===== config.mk =====
export PLATFORM = sky130hd
export DESIGN_NAME = fifo_ptr_ctrl
export DESIGN_NICKNAME = d
export VERILOG_FILES = /design/src/rtl/fifo_ptr_ctrl_pkg.sv /design/src/rtl/bin_2_gray.sv /design/src/rtl/fifo_ptr_ctrl_gray_ptr_cnt.sv /design/src/rtl/fifo_ptr_ctrl.sv
export SDC_FILE = /design/constraint.sdc
export NUM_CORES = 1
export LEC_CHECK = 0
export ABC_AREA = 1
export BUFFER_PORTS_ARGS = -buffer_cell sky130_fd_sc_hd__buf_2
export CAP_MARGIN = 20
export CORE_MARGIN = 2
export CORE_UTILIZATION = 47
export DETAILED_ROUTE_END_ITERATION = 8
export HOLD_SLACK_MARGIN = 0.15
export PLACE_DENSITY = 0.72
export SYNTH_ARGS = -nofsm -noshare
export SYNTH_HDL_FRONTEND = slang
export SYNTH_SLANG_ARGS = --single-unit
export TNS_END_PERCENT = 50

===== constraint.sdc =====
create_clock -name clk_i -period 2.1 [get_ports clk_i]
set_input_delay 0.42 -clock clk_i [delete_from_list [all_inputs] [get_ports clk_i]]
set_output_delay 0.42 -clock clk_i [all_outputs]
set_load 0.02 [all_outputs]

===== src/rtl/fifo_ptr_ctrl_pkg.sv =====
// Shared constants and helpers for the FIFO pointer controller.
package fifo_ptr_ctrl_pkg;

  localparam int unsigned ADDR_WIDTH_MIN = 2;
  localparam int unsigned ADDR_WIDTH_MAX = 16;

  function automatic int unsigned fifo_depth(input int unsigned addr_width);
    return 32'd1 << addr_width;
  endfunction

endpackage


===== src/rtl/bin_2_gray.sv =====
// Combinational binary-to-Gray converter.
module bin_2_gray #(
  parameter int WIDTH = 5
) (
  input  logic [WIDTH-1:0] bin_i,
  output logic [WIDTH-1:0] gray_o
);

  assign gray_o = bin_i ^ (bin_i >> 1);

endmodule


===== src/rtl/fifo_ptr_ctrl_gray_ptr_cnt.sv =====
// Binary pointer counter with a Gray register loaded from the next binary value.
module gray_ptr_cnt #(
  parameter int WIDTH = 5
) (
  input  logic             clk_i,
  input  logic             arst_i,
  input  logic             clr_i,
  input  logic             inc_i,
  output logic [WIDTH-1:0] bin_o,
  output logic [WIDTH-1:0] gray_o
);

  logic [WIDTH-1:0] bin_q;
  logic [WIDTH-1:0] bin_d;
  logic [WIDTH-1:0] gray_q;
  logic [WIDTH-1:0] gray_d;

  always_comb begin
    bin_d = bin_q;
    if (clr_i) begin
      bin_d = '0;
    end else if (inc_i) begin
      bin_d = bin_q + WIDTH'(1);
    end
  end

  // Converting the next value keeps the Gray register aligned with bin_q.
  bin_2_gray #(
    .WIDTH(WIDTH)
  ) u_bin_2_gray (
    .bin_i (bin_d),
    .gray_o(gray_d)
  );

  always_ff @(posedge clk_i or posedge arst_i) begin
    if (arst_i) begin
      bin_q  <= '0;
      gray_q <= '0;
    end else begin
      bin_q  <= bin_d;
      gray_q <= gray_d;
    end
  end

  assign bin_o  = bin_q;
  assign gray_o = gray_q;

endmodule


===== src/rtl/fifo_ptr_ctrl.sv =====
// Single-clock FIFO pointer/flag controller: acceptance, RAM addresses,
// occupancy status and registered Gray pointers.
module fifo_ptr_ctrl
  import fifo_ptr_ctrl_pkg::*;
#(
  parameter int ADDR_WIDTH = 4
) (
  input  logic                clk_i,
  input  logic                arst_i,
  input  logic                flush_i,
  input  logic                wr_req_i,
  input  logic                rd_req_i,
  output logic                wr_en_o,
  output logic                rd_en_o,
  output logic [ADDR_WIDTH-1:0] wr_addr_o,
  output logic [ADDR_WIDTH-1:0] rd_addr_o,
  output logic [ADDR_WIDTH:0]   wr_ptr_gray_o,
  output logic [ADDR_WIDTH:0]   rd_ptr_gray_o,
  output logic [ADDR_WIDTH:0]   count_o,
  output logic                full_o,
  output logic                empty_o,
  output logic                overflow_o,
  output logic                underflow_o
);

  localparam int unsigned DEPTH = fifo_depth(ADDR_WIDTH);
  localparam logic [ADDR_WIDTH:0] DepthCount = (ADDR_WIDTH+1)'(DEPTH);

  logic [ADDR_WIDTH:0] wr_ptr;
  logic [ADDR_WIDTH:0] rd_ptr;
  logic                overflow_q;
  logic                underflow_q;
  logic                overflow_d;
  logic                underflow_d;

  gray_ptr_cnt #(
    .WIDTH(ADDR_WIDTH + 1)
  ) u_wr_ptr (
    .clk_i (clk_i),
    .arst_i(arst_i),
    .clr_i (flush_i),
    .inc_i (wr_en_o),
    .bin_o (wr_ptr),
    .gray_o(wr_ptr_gray_o)
  );

  gray_ptr_cnt #(
    .WIDTH(ADDR_WIDTH + 1)
  ) u_rd_ptr (
    .clk_i (clk_i),
    .arst_i(arst_i),
    .clr_i (flush_i),
    .inc_i (rd_en_o),
    .bin_o (rd_ptr),
    .gray_o(rd_ptr_gray_o)
  );

  // Status depends on the pointer registers only, never on this cycle's requests.
  assign count_o   = wr_ptr - rd_ptr;
  assign empty_o   = (wr_ptr == rd_ptr);
  assign full_o    = (count_o == DepthCount);
  assign wr_addr_o = wr_ptr[ADDR_WIDTH-1:0];
  assign rd_addr_o = rd_ptr[ADDR_WIDTH-1:0];

  assign wr_en_o = wr_req_i & ~full_o & ~flush_i;
  assign rd_en_o = rd_req_i & ~empty_o & ~flush_i;

  assign overflow_d  = wr_req_i & full_o & ~flush_i;
  assign underflow_d = rd_req_i & empty_o & ~flush_i;

  always_ff @(posedge clk_i or posedge arst_i) begin
    if (arst_i) begin
      overflow_q  <= 1'b0;
      underflow_q <= 1'b0;
    end else begin
      overflow_q  <= overflow_d;
      underflow_q <= underflow_d;
    end
  end

  assign overflow_o  = overflow_q;
  assign underflow_o = underflow_q;

endmodule


==> summary.txt <==
Layout
  • Nets@finish: 219
  • Final non-filler cell total: ~240
  • Area Overhead vs Synth: 40.7%
  • Diode count: 0
  • Fraction of layout cells with a size suffix above 1: between 50% and 60%
  • Filler instances: 208

Synth
  • Seq cells post-synth: 20
  • Synth top cells by count: nand2_1 (27), dfrtp_1 (20), inv_1 (20)
  • Cell taking the most area after synthesis: dfrtp_1
  • Post-synth EDFFs: 0
  • Synth unique cells: 25
  • Synthesized Nets: 163
  • Sequential-to-total area share from yosys stat: 38.8%
  • Largest cells by area after synthesis: dfrtp_1 (39%), nand2_1 (7.9%), ha_1 (5.8%), inv_1 (5.8%), nand3_1 (5.4%)
  • Share of the synthesized area in the top cell type: between 30% and 40%
  • FFs w/ async S/R, synth: 100%
  • Post-Syn Area: 1290 um^2
  • Main synth FF type: dfrtp_1
  • Total of warnings raised by yosys: 0
  • Most common cell in the netlist: nand2_1
  • Cells after synthesis: 151
  • Syn Area/Cell: ~8.5 um^2

Drt
  • Total Routed Length: 3.22 mm
  • Routed len/inst: 13.7 um
  • Drt drc: 0
  • Vias: 1156
  • Antenna Violating Nets Remaining: 0
  • DR pass1 iterations: 4
  • Drt via density: 4.90
  • 1st-iter DRT viols: 23

Power and ir drop
  • Sw Ratio: 38.3%
  • Clock power frac: 19.8%
  • Int Power: 0.000730 W
  • Net Sw Power: 0.000453 W
  • Worst VDD drop: 0.475 mV
  • Static Leak: slightly below 1 nW
  • P per Cell Area: 653 nW/um^2
  • Flop pwr share: 35.7%
  • Final Power: 0.00118 W
  • Combinational Power Share: ~45%

Setup path
  • Nature of the critical path endpoint: primary output
  • Slowest stage delay, CP: 0.43 ns
  • Crit path cell chain: inv_2, ha_4, inv_2, fa_2, or2_1, nor2_2, nand3_4, nand2_4, inv_6, buf_6
  • Setup slack, reg-to-reg: -0.19 ns
  • Critical Path Start: u_wr_ptr.bin_o[0]
  • Crit path max-delay family: adder cells
  • CP Class: reg -> out
  • CP bufs+invs: 4
  • Cells on worst reg2reg path: 15
  • Critical path destination: wr_en_o
  • Reg-to-reg critical path startpoint: u_wr_ptr.bin_o[0]
  • Worst Path Required: 1.68 ns
  • Reg-to-Reg End: u_wr_ptr.gray_o[0]
  • Most used cell, CP: inv_2
  • Critical path peak fanout: 3
  • CP Launch Type: flop
  • CP max stage cell: dfrtp_2
  • Worst Path Arrival: 2.10 ns
  • CP Depth: 10

Clock tree
  • Hold_buf cts: 0
  • CTS tree: done
  • Max Buffers Root-to-Sink: 2
  • Clk_lat worst skew: 0.31 ns
  • H-tree depth: 1
  • Total clock sinks: 20
  • Clk pin slew, worst setup/hold paths: 0.12 ns
  • Root buf cell: clkbuf_4
  • TritonCTS buffer count: 3

Timing
  • Max Fclk: 0.397 GHz
  • Max Slew Vio Count: 0
  • Layout Skew: about 0.0022 ns
  • Post-route setup TNS: -1.99 ns
  • Worst-Margin Slew: 0.786 ns
  • Period utilization: 120%
  • Setup Viol. Count Final: 13
  • Tmin final: 2.52 ns
  • Worst Slack Setup Final: -0.417 ns
  • Hold violation count in the final report: 0
  • Relative slew slack: 47.5%
  • RSZ-0062 raised after global routing: yes

Worst hold path
  • Hold Path Class: in -> async

Placed design
  • IO Port Bufs: 33
  • Routability cong.: 0.845
  • DP Wirelength: 2.20 mm
  • DP Cell Count: 226

Floorplan
  • Die span in y: 56.4 um
  • Io pins: 34
  • Die ar.: 3180 um^2
  • Starting Density: 50.6%
  • Core Area: roughly 2500 um^2
  • Die Wd: ~56 um
  • Rows: 18

Global route
  • Grt peak-use layer: met2
  • First-pass GRT wire length: 5.19 mm
  • GRT met1 Usage: 26.4%
  • All-Layer GR Usage: 20.9%
  • Largest net degree at the start of global routing: 21
  • Global route overflow: 0
  • Met3 usage: 3.46%
  • Met2 Track Usage GR: 35.6%
  • Vias in the first global route: 1144
  • Antenna violations before repair: 0

Run status
  • Status: complete, but fails checks
  • Failing checks: setup timing

Job
  • Max-cap violation count: 0
cells by family (layout without fill, tap and decap cells):
group | Yosys count | in the layout | share of synthesized area, %
DFF | 20 | 20 | 38.8
adders and majority gates | 7 | 7 | 7.38
xor gates and xnor gates | 10 | 10 | 6.80
and+or+nand+nor | 75 | 75 | 32.1
AOI/OAI and AO/OA | 10 | 10 | 5.05
buffers and inverters | 29 | 84 | 9.81
area by class of cell:
cell class                 instances  area (um^2)  share of cell area, %
timing repair buffer              53          355                   19.6
tap                               30         37.5                   2.07
clock buffer                       4         36.3                   2.00
sequential                        20          502                   27.7
inverter                          27          111                   6.14
multi-input combinational        102          771                   42.5
through the flow:
stage / worst slack [ns] / utilization [%] / cell area, um^2 / hold slack, ns
final: -0.417 / 71.2 / 1810 / 0.236
after detailed placement: -0.109 / 62.9 / 1600 / 0.610
after CTS: -0.437 / 69.6 / 1770 / 0.257
after global routing: -0.522 / 71.2 / 1810 / 0.289
after floorplan: -0.239 / - / 1320 / 0.384
after global placement: -0.0590 / 62.9 / 1600 / 0.578
state kept, by name, summed over array words and instances (netlist names):
signal / cells
u_rd_ptr.bin_o: 5
u_wr_ptr.bin_o: 5
underflow_o: 1
u_wr_ptr.gray_o: 4
u_rd_ptr.gray_o: 4
overflow_o: 1
metal layers:
metal | vias up | share of wire (%)
met5 | - | 0
met4 | 0 | 1.3
met3 | 6 | 4.4
met2 | 32 | 52
met1 | 544 | 42
li1 | 574 | -
power groups by stage:
stage | logic (W) | registers, W | clock network, W
after CTS | 0.000508 | 0.000423 | 0.000241
after detailed placement | 0.000444 | 0.000430 | 0
after global routing | 0.000562 | 0.000425 | 0.000257
after floorplan | 0.000268 | 0.000471 | 0
after global placement | 0.000431 | 0.000428 | 0
final | 0.000527 | 0.000422 | 0.000234
worst min-delay path by stage:
stage	from	to	slack [ns]	cells past startpoint
finish	arst_i	u_rd_ptr.gray_o[2]	0.24	2
global route	arst_i	u_rd_ptr.bin_o[1]	0.29	2
CTS	arst_i	u_rd_ptr.bin_o[0]	0.26	2
detailed placement	arst_i	u_rd_ptr.gray_o[2]	0.61	2
global placement	arst_i	u_rd_ptr.gray_o[2]	0.58	2
floorplan	arst_i	overflow_o	0.38	1
what timing repair did:
item,4_1_cts,5_1_grt
endpoints found under the setup margin,14,19
resized for setup,21,12
endpoints found under the hold margin,0,0
pin swaps,9,7
setup buffers,8,1
cells in the final DEF (no fill, tap or decap), drive strengths merged:
master and instances:
xnor2 3, nor3 2, nand3 18, clkbuf 4
nand3b 2, a21oi 5, or2 2, buf 53
o21ai 5, fa 1, nor2 9, ha 6
inv 27, nand2 42, xor2 7, dfrtp 20
(Power assumes the default switching activity.)
